[src/rtl/bram_loader_pkg.sv]
// Shared types and constants for the BRAM write-side loader.
package bram_loader_pkg;

    localparam int BYTE_W = 8;

    typedef enum logic [1:0] {
        IDLE  = 2'd0,
        PACK  = 2'd1,
        WRITE = 2'd2,
        DONE  = 2'd3
    } loader_state_t;

endpackage

[src/rtl/bram_loader_if.sv]
// Byte stream from the host link plus the BRAM write port driven by the loader.
interface bram_loader_if
    import bram_loader_pkg::*;
#(
    parameter int WRITE_WIDTH      = 32,
    parameter int WRITE_ADDR_WIDTH = 10
);

    logic                        in_valid;
    logic [BYTE_W-1:0]           in_data;
    logic                        in_ready;
    logic [WRITE_ADDR_WIDTH-1:0] w_addr;
    logic                        w_valid;
    logic [WRITE_WIDTH-1:0]      w_data;

    // Loader side: consumes bytes, drives the BRAM write port.
    modport master (
        input  in_valid, in_data,
        output in_ready, w_addr, w_valid, w_data
    );

    // Host/BRAM side: offers bytes, observes writes.
    modport slave (
        output in_valid, in_data,
        input  in_ready, w_addr, w_valid, w_data
    );

endinterface

[src/rtl/bram_word_packer.sv]
// Little-endian byte-to-word assembler; word carries the byte accepted this cycle.
module bram_word_packer
    import bram_loader_pkg::*;
#(
    parameter int WRITE_WIDTH = 32
) (
    input  logic                   clk,
    input  logic                   rst,
    input  logic                   clear,
    input  logic                   accept,
    input  logic [BYTE_W-1:0]      byte_in,
    output logic [WRITE_WIDTH-1:0] word,
    output logic                   word_full
);

    localparam int BPW   = WRITE_WIDTH / BYTE_W;
    localparam int IDX_W = (BPW > 1) ? $clog2(BPW) : 1;
    localparam logic [IDX_W-1:0] LAST_IDX = IDX_W'(BPW - 1);
    localparam logic [IDX_W-1:0] IDX_ONE  = IDX_W'(1);

    logic [IDX_W-1:0]       idx;
    logic [WRITE_WIDTH-1:0] assembly;

    // Merge the incoming byte combinationally so the full word is ready on the last byte.
    always_comb begin
        word = assembly;
        for (int k = 0; k < BPW; k++) begin
            if (accept && (idx == IDX_W'(k))) begin
                word[k*BYTE_W +: BYTE_W] = byte_in;
            end
        end
    end

    assign word_full = accept && (idx == LAST_IDX);

    always_ff @(posedge clk or posedge rst) begin
        if (rst) begin
            idx      <= '0;
            assembly <= '0;
        end else if (clear) begin
            idx      <= '0;
            assembly <= '0;
        end else if (accept) begin
            assembly <= word;
            idx      <= word_full ? '0 : idx + IDX_ONE;
        end
    end

endmodule

[src/rtl/bram_loader.sv]
// Loads a host byte stream into BRAM as sequential WRITE_WIDTH words from a base address.
module bram_loader
    import bram_loader_pkg::*;
#(
    parameter int WRITE_WIDTH      = 32,
    parameter int WRITE_ADDR_WIDTH = 10
) (
    input  logic                        clk,
    input  logic                        rst,
    input  logic                        start,
    input  logic [WRITE_ADDR_WIDTH-1:0] base_addr,
    input  logic [WRITE_ADDR_WIDTH:0]   word_count,
    input  logic                        abort,
    bram_loader_if.master               bus,
    output logic                        busy,
    output logic                        done,
    output logic                        overflow
);

    localparam logic [WRITE_ADDR_WIDTH-1:0] ADDR_ONE = WRITE_ADDR_WIDTH'(1);
    localparam logic [WRITE_ADDR_WIDTH:0]   CNT_ONE  = (WRITE_ADDR_WIDTH + 1)'(1);

    loader_state_t               state;
    logic [WRITE_ADDR_WIDTH-1:0] addr;
    logic [WRITE_ADDR_WIDTH-1:0] w_addr_r;
    logic [WRITE_ADDR_WIDTH:0]   remaining;
    logic [WRITE_WIDTH-1:0]      w_data_r;
    logic [WRITE_WIDTH-1:0]      packed_word;
    logic                        accept;
    logic                        word_full;
    logic                        pack_clear;

    // Handshake and status come from registered state only.
    assign bus.in_ready = (state == PACK);
    assign bus.w_valid  = (state == WRITE);
    assign bus.w_addr   = w_addr_r;
    assign bus.w_data   = w_data_r;
    assign busy         = (state != IDLE);
    assign done         = (state == DONE);

    assign accept     = bus.in_valid && (state == PACK);
    assign pack_clear = abort || (state == IDLE);

    bram_word_packer #(
        .WRITE_WIDTH(WRITE_WIDTH)
    ) u_packer (
        .clk      (clk),
        .rst      (rst),
        .clear    (pack_clear),
        .accept   (accept),
        .byte_in  (bus.in_data),
        .word     (packed_word),
        .word_full(word_full)
    );

    always_ff @(posedge clk or posedge rst) begin
        if (rst) begin
            state     <= IDLE;
            addr      <= '0;
            remaining <= '0;
            w_addr_r  <= '0;
            w_data_r  <= '0;
            overflow  <= 1'b0;
        end else begin
            case (state)
                IDLE: begin
                    if (start && !abort) begin
                        addr      <= base_addr;
                        remaining <= word_count;
                        overflow  <= 1'b0;
                        state     <= (word_count == '0) ? DONE : PACK;
                    end
                end
                PACK: begin
                    if (abort) begin
                        state <= IDLE;
                    end else if (word_full) begin
                        w_addr_r <= addr;
                        w_data_r <= packed_word;
                        state    <= WRITE;
                    end
                end
                WRITE: begin
                    if (abort) begin
                        state <= IDLE;
                    end else begin
                        addr      <= addr + ADDR_ONE;
                        remaining <= remaining - CNT_ONE;
                        if (addr == '1) begin
                            overflow <= 1'b1;
                        end
                        state <= (remaining == CNT_ONE) ? DONE : PACK;
                    end
                end
                default: begin
                    state <= IDLE;
                end
            endcase
        end
    end

endmodule

[src/flat_wrapper.sv]
// flat-port wrapper written by rule: the top's interface ports become plain ports
module bram_loader_flat import bram_loader_pkg::*;
#(
    parameter int WRITE_WIDTH      = 32,
    parameter int WRITE_ADDR_WIDTH = 10
)
  (clk, rst, start, base_addr, word_count, abort, busy, done, overflow, bus_in_valid, bus_in_data, bus_in_ready, bus_w_addr, bus_w_valid, bus_w_data);
  bram_loader_if #(.WRITE_WIDTH(WRITE_WIDTH), .WRITE_ADDR_WIDTH(WRITE_ADDR_WIDTH)) bus_i ();
  input  logic clk;
  input  logic rst;
  input  logic start;
  input  logic [WRITE_ADDR_WIDTH-1:0] base_addr;
  input  logic [WRITE_ADDR_WIDTH:0] word_count;
  input  logic abort;
  output logic busy;
  output logic done;
  output logic overflow;
  input wire logic [$bits(bus_i.in_valid)-1:0] bus_in_valid;
  input wire logic [$bits(bus_i.in_data)-1:0] bus_in_data;
  output wire logic [$bits(bus_i.in_ready)-1:0] bus_in_ready;
  output wire logic [$bits(bus_i.w_addr)-1:0] bus_w_addr;
  output wire logic [$bits(bus_i.w_valid)-1:0] bus_w_valid;
  output wire logic [$bits(bus_i.w_data)-1:0] bus_w_data;
  assign bus_i.in_valid = bus_in_valid;
  assign bus_i.in_data = bus_in_data;
  assign bus_in_ready = bus_i.in_ready;
  assign bus_w_addr = bus_i.w_addr;
  assign bus_w_valid = bus_i.w_valid;
  assign bus_w_data = bus_i.w_data;
  bram_loader #(.WRITE_WIDTH(WRITE_WIDTH), .WRITE_ADDR_WIDTH(WRITE_ADDR_WIDTH)) u_core (.clk(clk), .rst(rst), .start(start), .base_addr(base_addr), .word_count(word_count), .abort(abort), .bus(bus_i), .busy(busy), .done(done), .overflow(overflow));
endmodule
[config.mk]
export PLATFORM = sky130hd
export DESIGN_NAME = bram_loader_flat
export DESIGN_NICKNAME = d
export VERILOG_FILES = /design/src/rtl/bram_loader_pkg.sv /design/src/rtl/bram_loader_if.sv /design/src/rtl/bram_word_packer.sv /design/src/rtl/bram_loader.sv /design/src/flat_wrapper.sv
export SDC_FILE = /design/constraint.sdc
export NUM_CORES = 1
export LEC_CHECK = 0
export ABC_AREA = 1
export BUFFER_PORTS_ARGS = -buffer_cell sky130_fd_sc_hd__buf_2
export CAP_MARGIN = 20
export CORE_MARGIN = 3
export CORE_UTILIZATION = 56
export DETAILED_ROUTE_END_ITERATION = 16
export GPL_ROUTABILITY_DRIVEN = 0
export PLACE_DENSITY = 0.87
export SETUP_SLACK_MARGIN = 0.15
export SYNTH_ARGS = -nofsm -noshare
export SYNTH_HDL_FRONTEND = slang
export SYNTH_SLANG_ARGS = --single-unit
[constraint.sdc]
create_clock -name clk -period 3.5 [get_ports clk]
set_clock_uncertainty 0.2 [all_clocks]
set_input_delay 0.175 -clock clk [delete_from_list [all_inputs] [get_ports clk]]
set_output_delay 0.175 -clock clk [all_outputs]
set_load 0.02 [all_outputs]
# [After elaboration in Yosys (flattened, before gate mapping)]
# Index checks and enable logic that the tools add are counted.
[classes] bitwise=1 mux=26 addsub=3 n_eq_ne=12 n_reduce_logical=18
[ops] op="2-to-1 mux 32 bit" n=2
[ops] op="2-to-1 mux 8 bit" n=4
[ops] op="2-to-1 mux 11 bit" n=2
[ops] op="one-hot mux 11 bit (2 select lines)" n=1
[ops] op="2-to-1 mux 10 bit" n=2
[ops] op="one-hot mux 10 bit (2 select lines)" n=1
[ops] op="2-to-1 mux 2 bit" n=9
[ops] op="equality test 11 x 1 -> 1 bit, second input constant" n=1
[ops] op="zero test 11 bit" n=1
[ops] op="subtractor 11 x 1 -> 11 bit, second input constant" n=1
[ops] op="adder 10 x 1 -> 10 bit, second input constant" n=1
[ops] op="equality test 10 bit, second input constant" n=1
[ops] op="equality test 2 bit, second input constant" n=4
[ops] op="logical AND 1 bit" n=6
[ops] op="one-hot mux 2 bit (3 select lines)" n=1
[ops] op="AND reduction 3 bit" n=2
[ops] op="nonzero test 2 bit" n=3
[ops] op="equality test 2 x 1 -> 1 bit, second input constant" n=2
[ops] op="zero test 2 bit" n=2
[ops] op="!= test 2 bit, second input constant" n=2
[ops] op="AND reduction 4 bit" n=1
[ops] op="2-to-1 mux 1 bit" n=3
[ops] op="!= test 3 x 2 -> 1 bit, second input constant" n=1
[ops] op="adder 2 x 1 -> 2 bit, second input constant" n=1
[ops] op="6 further kinds" n=6
[word_totals] input_bits=34 reg_bits=100 output_inout_bits=47

# [Depth between registers and ports, before layout]
# Gate-level depths: netlist of the first run.
[depth] depth_word=6 ltp_mapped=9

# [Hierarchy]
# A second synthesis of the first run with hierarchy kept.
[hier_totals] hier_cells=614 area_unflattened_um2=5007.3
[modules_own_cells] module="bram_loader" cells_each=348 area_per_inst_um2=3183.1 instances=1
[modules_own_cells] module="bram_word_packer" cells_each=266 area_per_inst_um2=1824.2 instances=1

# [Least setup slack after synthesis of the first run]
# No wires, ideal clock.
[synth_path] path_kind="register to register" from="reg u_core.state[1]" to="reg u_core.w_data_r[0], in the netlist u_core.bus.w_data[0]" n_path_buf=2 setup_slack_ps=1912 arrival_time_ps=1269 path_stages_with_launch=9 cell_sequence="dfrtp_1 -> buf_6 -> nor2_8 -> nand2_4 -> nor2_8 -> buf_8 -> nand2_1 -> o21ai_2 -> o21ai_2"
[synth_via] elab_chain_cells=4 word_cells_on_any_way=6 classes_between="eq/ne (1); mux (1); reduce/logical (4)"
[synth_rtl] element="from (decl)" line_no="bram_loader.sv:23" text="loader_state_t state;"
[synth_rtl] element="from (signal assigned)" line_no="bram_loader.sv:71" text="state <= (word_count == '0) ? DONE : PACK;"
[synth_rtl] element="from (signal assigned)" line_no="bram_loader.sv:92" text="state <= (remaining == CNT_ONE) ? DONE : PACK;"
[synth_rtl] element="equality test 2 x 1 -> 1 bit *"
[synth_rtl] element="via bus_in_ready" line_no="flat_wrapper.sv:20" text="output wire logic [$bits(bus_i.in_ready)-1:0] bus_in_ready;"
[synth_rtl] element="logical AND 1 bit" line_no="bram_loader.sv:41" text="assign accept = bus.in_valid && (state == PACK);"
[synth_rtl] element="logical AND 1 bit, on equally long branches" line_no="bram_word_packer.sv:34, bram_word_packer.sv:28"
[synth_rtl] element="AND reduction 3 bit (no line) or 2-to-1 mux 8 bit (tied branches)"
[synth_rtl] element="to (signal assigned)" line_no="bram_loader.sv:79" text="w_data_r <= packed_word;"
[synth_rtl] element="to (decl)" line_no="bram_loader.sv:27" text="logic [WRITE_WIDTH-1:0] w_data_r;"
# Mark *: on every way through the listed nets, which the timed path passes. The rest lies on a longest branch.
# A chain may end at the register's enable or synchronous reset.

# [Final worst setup path of the first run]
[layout_path] from="reg u_core.state[1]" to="out bus_w_valid"
[layout_via] elab_chain_cells=1
[layout_rtl] element="equality test 2 bit" line_no="bram_loader.sv:35" text="assign bus.w_valid = (state == WRITE);"
[layout_rtl] element="to (decl)" line_no="flat_wrapper.sv:22" text="output wire logic [$bits(bus_i.w_valid)-1:0] bus_w_valid;"
# Every way passes these cells.

==> results of run 1 <==
-- power groups by stage --
stage               clock network [mW]  registers, mW  logic, mW
finish                           0.814           1.21      0.442
global placement                     0           1.23      0.387
global route                     0.872           1.22      0.492
CTS                              0.825           1.21      0.436
detailed placement                   0           1.23      0.410
floorplan                            0           1.21      0.317
-- critical path: stages (launching register included) --
cell and delay [ns]:
sky130_fd_sc_hd__dfrtp_1 0.61, sky130_fd_sc_hd__nand2_4 0.21, sky130_fd_sc_hd__inv_2 0.49, sky130_fd_sc_hd__buf_2 0.27
-- flip-flops by register name, summed over array words and instances, names as in the netlist --
register	count
u_core.bus.w_data	32
u_core.addr	10
u_core.remaining	11
u_core.u_packer.assembly	24
u_core.u_packer.idx	2
u_core.overflow	1
u_core.bus.w_addr	10
u_core.state	2
-- repair_timing --
item                      in CTS  in global routing
hold endpoints to repair     100                  0
hold buffers                  29                  0
setup buffers                  0                  0
-- cell families after synthesis --
family                     count (synthesis)  synth area share, %
AOI/OAI and AO/OA                        114                 16.9
xor gates and xnor gates                   1                0.191
adders and majority gates                  7                 1.91
buffers and inverters                     78                 8.61
DFF                                       92                 50.1
and+or+nand+nor                          234                 22.3
-- layer usage --
| layer | track usage, % | vias to the layer above | share of wire [%] |
|---|---|---|---|
| met5 | 0 | - | 0 |
| met4 | 8.06 | 0 | 2.8 |
| met3 | 5.50 | 29 | 6.2 |
| met2 | 36.8 | 137 | 47 |
| met1 | 31.9 | 1864 | 44 |
| li1 | - | 1892 | - |
-- final cells by class --
cell class / instances / area [um^2] / share of cell area (%)
clock buffer: 9 / 124 / 2.26
timing repair buffer: 112 / 726 / 13.2
inverter: 53 / 203 / 3.70
multi-input combinational: 356 / 1890 / 34.6
tap: 102 / 128 / 2.33
clock inverter: 7 / 105 / 1.92
sequential: 92 / 2300 / 42.0
-- worst paths after layout --
check	from	to	cells after the start
worst max-delay path	u_core.state[1]	bus_w_valid	3
min in group asynchronous	rst	u_core.addr[1]	3
worst max register to register	u_core.state[1]	u_core.u_packer.idx[0]	6
worst min-delay path	word_count[7]	u_core.remaining[7]	6
worst min register to register	u_core.bus.w_data[19]	u_core.bus.w_data[19]	2
max in group asynchronous	rst	u_core.u_packer.assembly[16]	5
-- metrics by stage --
stage               hold slack [ns]  util, %  setup WS [ns]
floorplan                     0.133        -          0.733
global placement              0.237     63.0           1.45
detailed placement          -0.0153     63.2           1.32
CTS                         0.00513     69.9           1.17
global route                 0.0384     69.9           1.03
finish                       0.0168     69.9           1.18
-- cell usage in the layout (no fill, tap or decap) --
master                            n
sky130_fd_sc_hd__inv_4            1
sky130_fd_sc_hd__nand3_1         23
sky130_fd_sc_hd__nand3b_1         1
sky130_fd_sc_hd__o21ai_1         18
sky130_fd_sc_hd__nand2_1        134
sky130_fd_sc_hd__nor2_8           4
sky130_fd_sc_hd__buf_2           80
sky130_fd_sc_hd__nand3_2          1
sky130_fd_sc_hd__a21oi_1         16
sky130_fd_sc_hd__o21ai_0         21
sky130_fd_sc_hd__nor2_1          59
sky130_fd_sc_hd__dlygate4sd3_1   29
sky130_fd_sc_hd__or2_2            1
sky130_fd_sc_hd__nand2_2          2
sky130_fd_sc_hd__buf_4            2
sky130_fd_sc_hd__ha_1             7
sky130_fd_sc_hd__o21a_1           1
sky130_fd_sc_hd__o22ai_1          4
sky130_fd_sc_hd__o211ai_1         3
sky130_fd_sc_hd__o21ai_2         49
sky130_fd_sc_hd__inv_6            3
sky130_fd_sc_hd__clkinvlp_4       1
sky130_fd_sc_hd__a22oi_1          2
sky130_fd_sc_hd__nor2_4           1
sky130_fd_sc_hd__inv_8            1
sky130_fd_sc_hd__inv_2            3
sky130_fd_sc_hd__nand4_1          1
sky130_fd_sc_hd__or2_0            2
sky130_fd_sc_hd__nor3_1           3
sky130_fd_sc_hd__dfrtp_1         92
sky130_fd_sc_hd__clkinv_2         1
sky130_fd_sc_hd__buf_12           1
sky130_fd_sc_hd__clkbuf_8         9
sky130_fd_sc_hd__nand2_4          2
sky130_fd_sc_hd__bufinv_16        2
sky130_fd_sc_hd__xor2_1           1
sky130_fd_sc_hd__inv_1           48
==> results.cfg, run 1 <==
[status]
run_status = finished clean

[clocking]
clock_insertion_delay_worst_skew_ns = 0.36
h-tree-depth = 3
cts_buffers = 9
clock-sinks = 92
cts_tree = yes
clk_pin_slew_worst_paths_ns = 0.10
clk_path_buf_depth = 2
cts_resized = 0
cts.root.buffer_cell = sky130_fd_sc_hd__clkbuf_8

[synthesis]
yosys-top-cells-count = sky130_fd_sc_hd__nand2_1 (134), sky130_fd_sc_hd__dfrtp_1 (92), sky130_fd_sc_hd__nor2_1 (59)
synth_area_per_cell_um2 = 8.73
yosys_most_used_dff = sky130_fd_sc_hd__dfrtp_1
synth_nets = 567
synth_top_cells_by_area = sky130_fd_sc_hd__dfrtp_1 (50%), sky130_fd_sc_hd__nand2_1 (11%), sky130_fd_sc_hd__o21ai_2 (9.3%), sky130_fd_sc_hd__nor2_1 (4.8%), sky130_fd_sc_hd__inv_1 (4.0%)
ys_seq_area_share_pct = 50.1
post_synth_inst_count = 526
synth.distinct_cells = 32
synthesis.area_mm2 = 0.00459
yosysWarnings = 0
synth-async-reset-ratio_pct = 100
yosys.cell_count.top_type = sky130_fd_sc_hd__nand2_1
synth_top_area_share_pct = 50.1
synth_edf_count = 0
yosys_register_bits = 92
synth_top_area_cell = sky130_fd_sc_hd__dfrtp_1

[power_and_ir_drop]
switchingPower_uw = 764
swShare_pct = 30.9
power_mw = 2.47
p_comb_share_pct = 17.9
internal_power_mw = 1.71
power_density_mw_per_mm2 = 450
total_leakage_power_nw = 2.79
ir_drop_uv = 248
share_clk_of_total_power_pct = 33.0
share_seq_of_total_power_pct = 49.1

[grt]
track_usage_pct = 23.4
vias_in_the_first_global_route = 3588
global_route_wire_length_before_repair_um = 16900
grt_antenna_before_repair = 0
globalRoute.totalOverflow = 0
grt_max_degree = 83

[drt]
vias = 3922
drt_first_pass_iters = 7
ant_nets = 0
first_iter_violations = 265
via_per_inst = 5.37
detail_route.wl_per_cell_um = 14.1
route.final.wire_length_um = 10300
post-route-drc-count = 0

[sta]
rsz0062_at_grt = false
layout_worst_path_cycle_share_pct = 66.3
timing_worst_slew_pin_value_ns = 0.881
relSlewSlack_pct = 41.1
slew_viol_final = 0
achievable-frequency_ghz = 0.431
timing.final.setup_violations = 0
final_worst_path_period_need_ns = 2.32
finalHoldViolCount = 0
tns_ns = 0

[worst_setup_path]
timing.reg2reg.setup_slack_ns = 1.29
arrival_ns = 1.95
critical_path_peak_fanout = 39
worstSetupEndpointType = output pin
setup.worst_path.class = flip-flop to output pin
worstSetupStartpointType = flip-flop
critical_path_required_ns = 3.12

[placement]
buffer_ports.inserted = 80
hpwl_um = 7060
placedInstanceArea_mm2 = 0.00496
place_inst = 686

[layout]
fin_cells = 731
finish.net_count = 665
n_fill_cell = 591
layout-drive-gt1-share_pct = 26.1
finished_layout_cell_area_mm2 = 0.00548
area_growth_pct = 19.4
n_antenna_cell = 0

[hold_path]
worst_hold_path_type = input port to flip-flop

[die]
horiz_die_dim_um = 96.6
ioPinCount = 81
num_rows = 32
floorplan.die_area_mm2 = 0.00932
initial_core_util_pct = 58.5
core_mm2 = 0.00785
die_height_um = 96.6

[run]
drv_cap = 0
(Power assumes the default switching activity.)
==> run 2: changes to the inputs <==
CORE_UTILIZATION = 50   (was 56)
PLACE_DENSITY = 0.82   (was 0.87)
clock period = 1.99 ns   (was 3.5 ns; I/O delays follow)
==> results.cfg, run 2 (synthesized netlist as in run 1, its figures left out) <==
[grt]
vias_in_the_first_global_route = 3693
grt_antenna_before_repair = 0
track_usage_pct = 20.6
grt_max_degree = 93
globalRoute.totalOverflow = 0
global_route_wire_length_before_repair_um = 17100

[placement]
place_ws_ns = -0.0206
place_inst = 694
hpwl_um = 6820
placedInstanceArea_mm2 = 0.00499
buffer_ports.inserted = 80

[die]
initial_core_util_pct = 52.1
horiz_die_dim_um = 102
die_height_um = 102
core_mm2 = 0.00881
ioPinCount = 81
num_rows = 34
floorplan.die_area_mm2 = 0.0104

[power_and_ir_drop]
share_seq_of_total_power_pct = 51.1
swShare_pct = 33.3
power_mw = 4.17
internal_power_mw = 2.78
p_comb_share_pct = 18.8
switchingPower_mw = 1.39
total_leakage_power_nw = 2.80
share_clk_of_total_power_pct = 30.1
ir_drop_uv = 344
power_density_mw_per_mm2 = 754

[worst_setup_path]
worstSetupEndpointType = output pin
critical_path.reg2reg.startpoint = u_core.state[1]
timing.reg2reg.setup_slack_ns = 0.29
arrival_ns = 1.46
endpoint = bus_w_valid
worst_r2r_endpoint = u_core.bus.w_data[11]
critical_path_peak_fanout = 39
setup.worst_path.class = flip-flop to output pin
critical_path_required_ns = 1.69
critPathLaunch = u_core.state[0]
worstSetupStartpointType = flip-flop
ff2ff_path_depth = 6

[sta]
finalHoldWorstSlack_ns = 0.201
rsz0062_at_grt = false
post-route-worst-setup-slack_ns = 0.231
timing.final.setup_violations = 0
final_worst_path_period_need_ns = 1.76
finalHoldViolCount = 0
layout_worst_path_cycle_share_pct = 88.4
timing_worst_slew_pin_value_ns = 0.502
tns_ns = 0
relSlewSlack_pct = 66.5
slew_viol_final = 0
achievable-frequency_ghz = 0.568

[layout]
fin_cells = 743
layout.cells.most_common_list = sky130_fd_sc_hd__nand2_1 (134), sky130_fd_sc_hd__dfrtp_1 (91), sky130_fd_sc_hd__buf_2 (80)
area_growth_pct = 20.5
finish.net_count = 671
layout_commonest_cell = sky130_fd_sc_hd__nand2_1
layout-drive-gt1-share_pct = 26.6
n_antenna_cell = 0
number_of_flip_flops_in_the_largest_register = 32
final_core_utilization_pct = 62.8
finished_layout_cell_area_mm2 = 0.00553

[drt]
ant_nets = 0
post-route-drc-count = 0
detail_route.wl_per_cell_um = 13.8
via_per_inst = 5.16
first_iter_violations = 302
route.final.wire_length_um = 10200
vias = 3835
drt_first_pass_iters = 4

[clocking]
cts_tree = yes
clk_pin_slew_worst_paths_ns = 0.10
cts_setup_buffers = 0
clk_path_buf_depth = 2
clock_insertion_delay_worst_skew_ns = 0.36
cts_buffers = 9
clock-sinks = 92
h-tree-depth = 3
cts.root.buffer_cell = sky130_fd_sc_hd__clkbuf_8

[status]
run_status = finished clean

[run]
drv_cap = 0

[hold_path]
worst_hold_path_type = input port to asynchronous set/reset pin
==> run 2: final cells by class <==
cell class                      count  area, um^2
Fill cell                         720        3270
Sequential cell                    92        2300
Multi-Input combinational cell    356        1900
Timing Repair Buffer              118         781
Inverter                           53         215
Tap cell                          108         135
Clock buffer                        9         124
Clock inverter                      7        76.3
==> run 2: how the worst min path moves through the flow <==
stage | startpoint | slack, ns | to
6_report | rst | 0.20 | u_core.bus.w_addr[5]
5_1_grt | rst | 0.26 | u_core.bus.w_addr[5]
4_1_cts | rst | 0.23 | u_core.bus.w_data[27]
3_5_place_dp | rst | 0.08 | u_core.bus.w_addr[3]
3_3_place_gp | rst | 0.07 | u_core.bus.w_addr[3]
2_1_floorplan | abort | 0.06 | u_core.bus.w_addr[6]
==> run 2: power by group through the flow <==
stage	clock network (mW)	registers [mW]	logic [mW]
after CTS	1.28	2.13	0.777
final	1.26	2.13	0.785
after global routing	1.37	2.15	0.886
after global placement	0	2.15	0.698
after floorplan	0	2.13	0.559
after detailed placement	0	2.16	0.722
==> run 2: routing by layer <==
metal / part of all wire [%] / up-vias / global-route usage (%) / routed length [um]
li1: - / 1913 / - / -
met2: 48 / 127 / 32.1 / 4890
met1: 44 / 1772 / 27.4 / 4480
met3: 5.6 / 23 / 4.44 / 572
met4: 2.6 / 0 / 10.1 / 270
met5: 0 / - / 0 / 0
==> run 2: timing repair <==
| item | CTS | global route |
|---|---|---|
| pin swaps | 0 | 0 |
| setup endpoints to repair | 45 | 47 |
| hold endpoints to repair | 156 | 0 |
| hold buffers | 33 | 0 |
| gates resized for setup | 3 | 5 |
==> run 2: critical path, stage by stage (launching register included) <==
cell	delay, ns
sky130_fd_sc_hd__dfrtp_1	0.41
sky130_fd_sc_hd__inv_2	0.15
sky130_fd_sc_hd__nand2_4	0.09
sky130_fd_sc_hd__inv_6	0.21
sky130_fd_sc_hd__buf_2	0.22
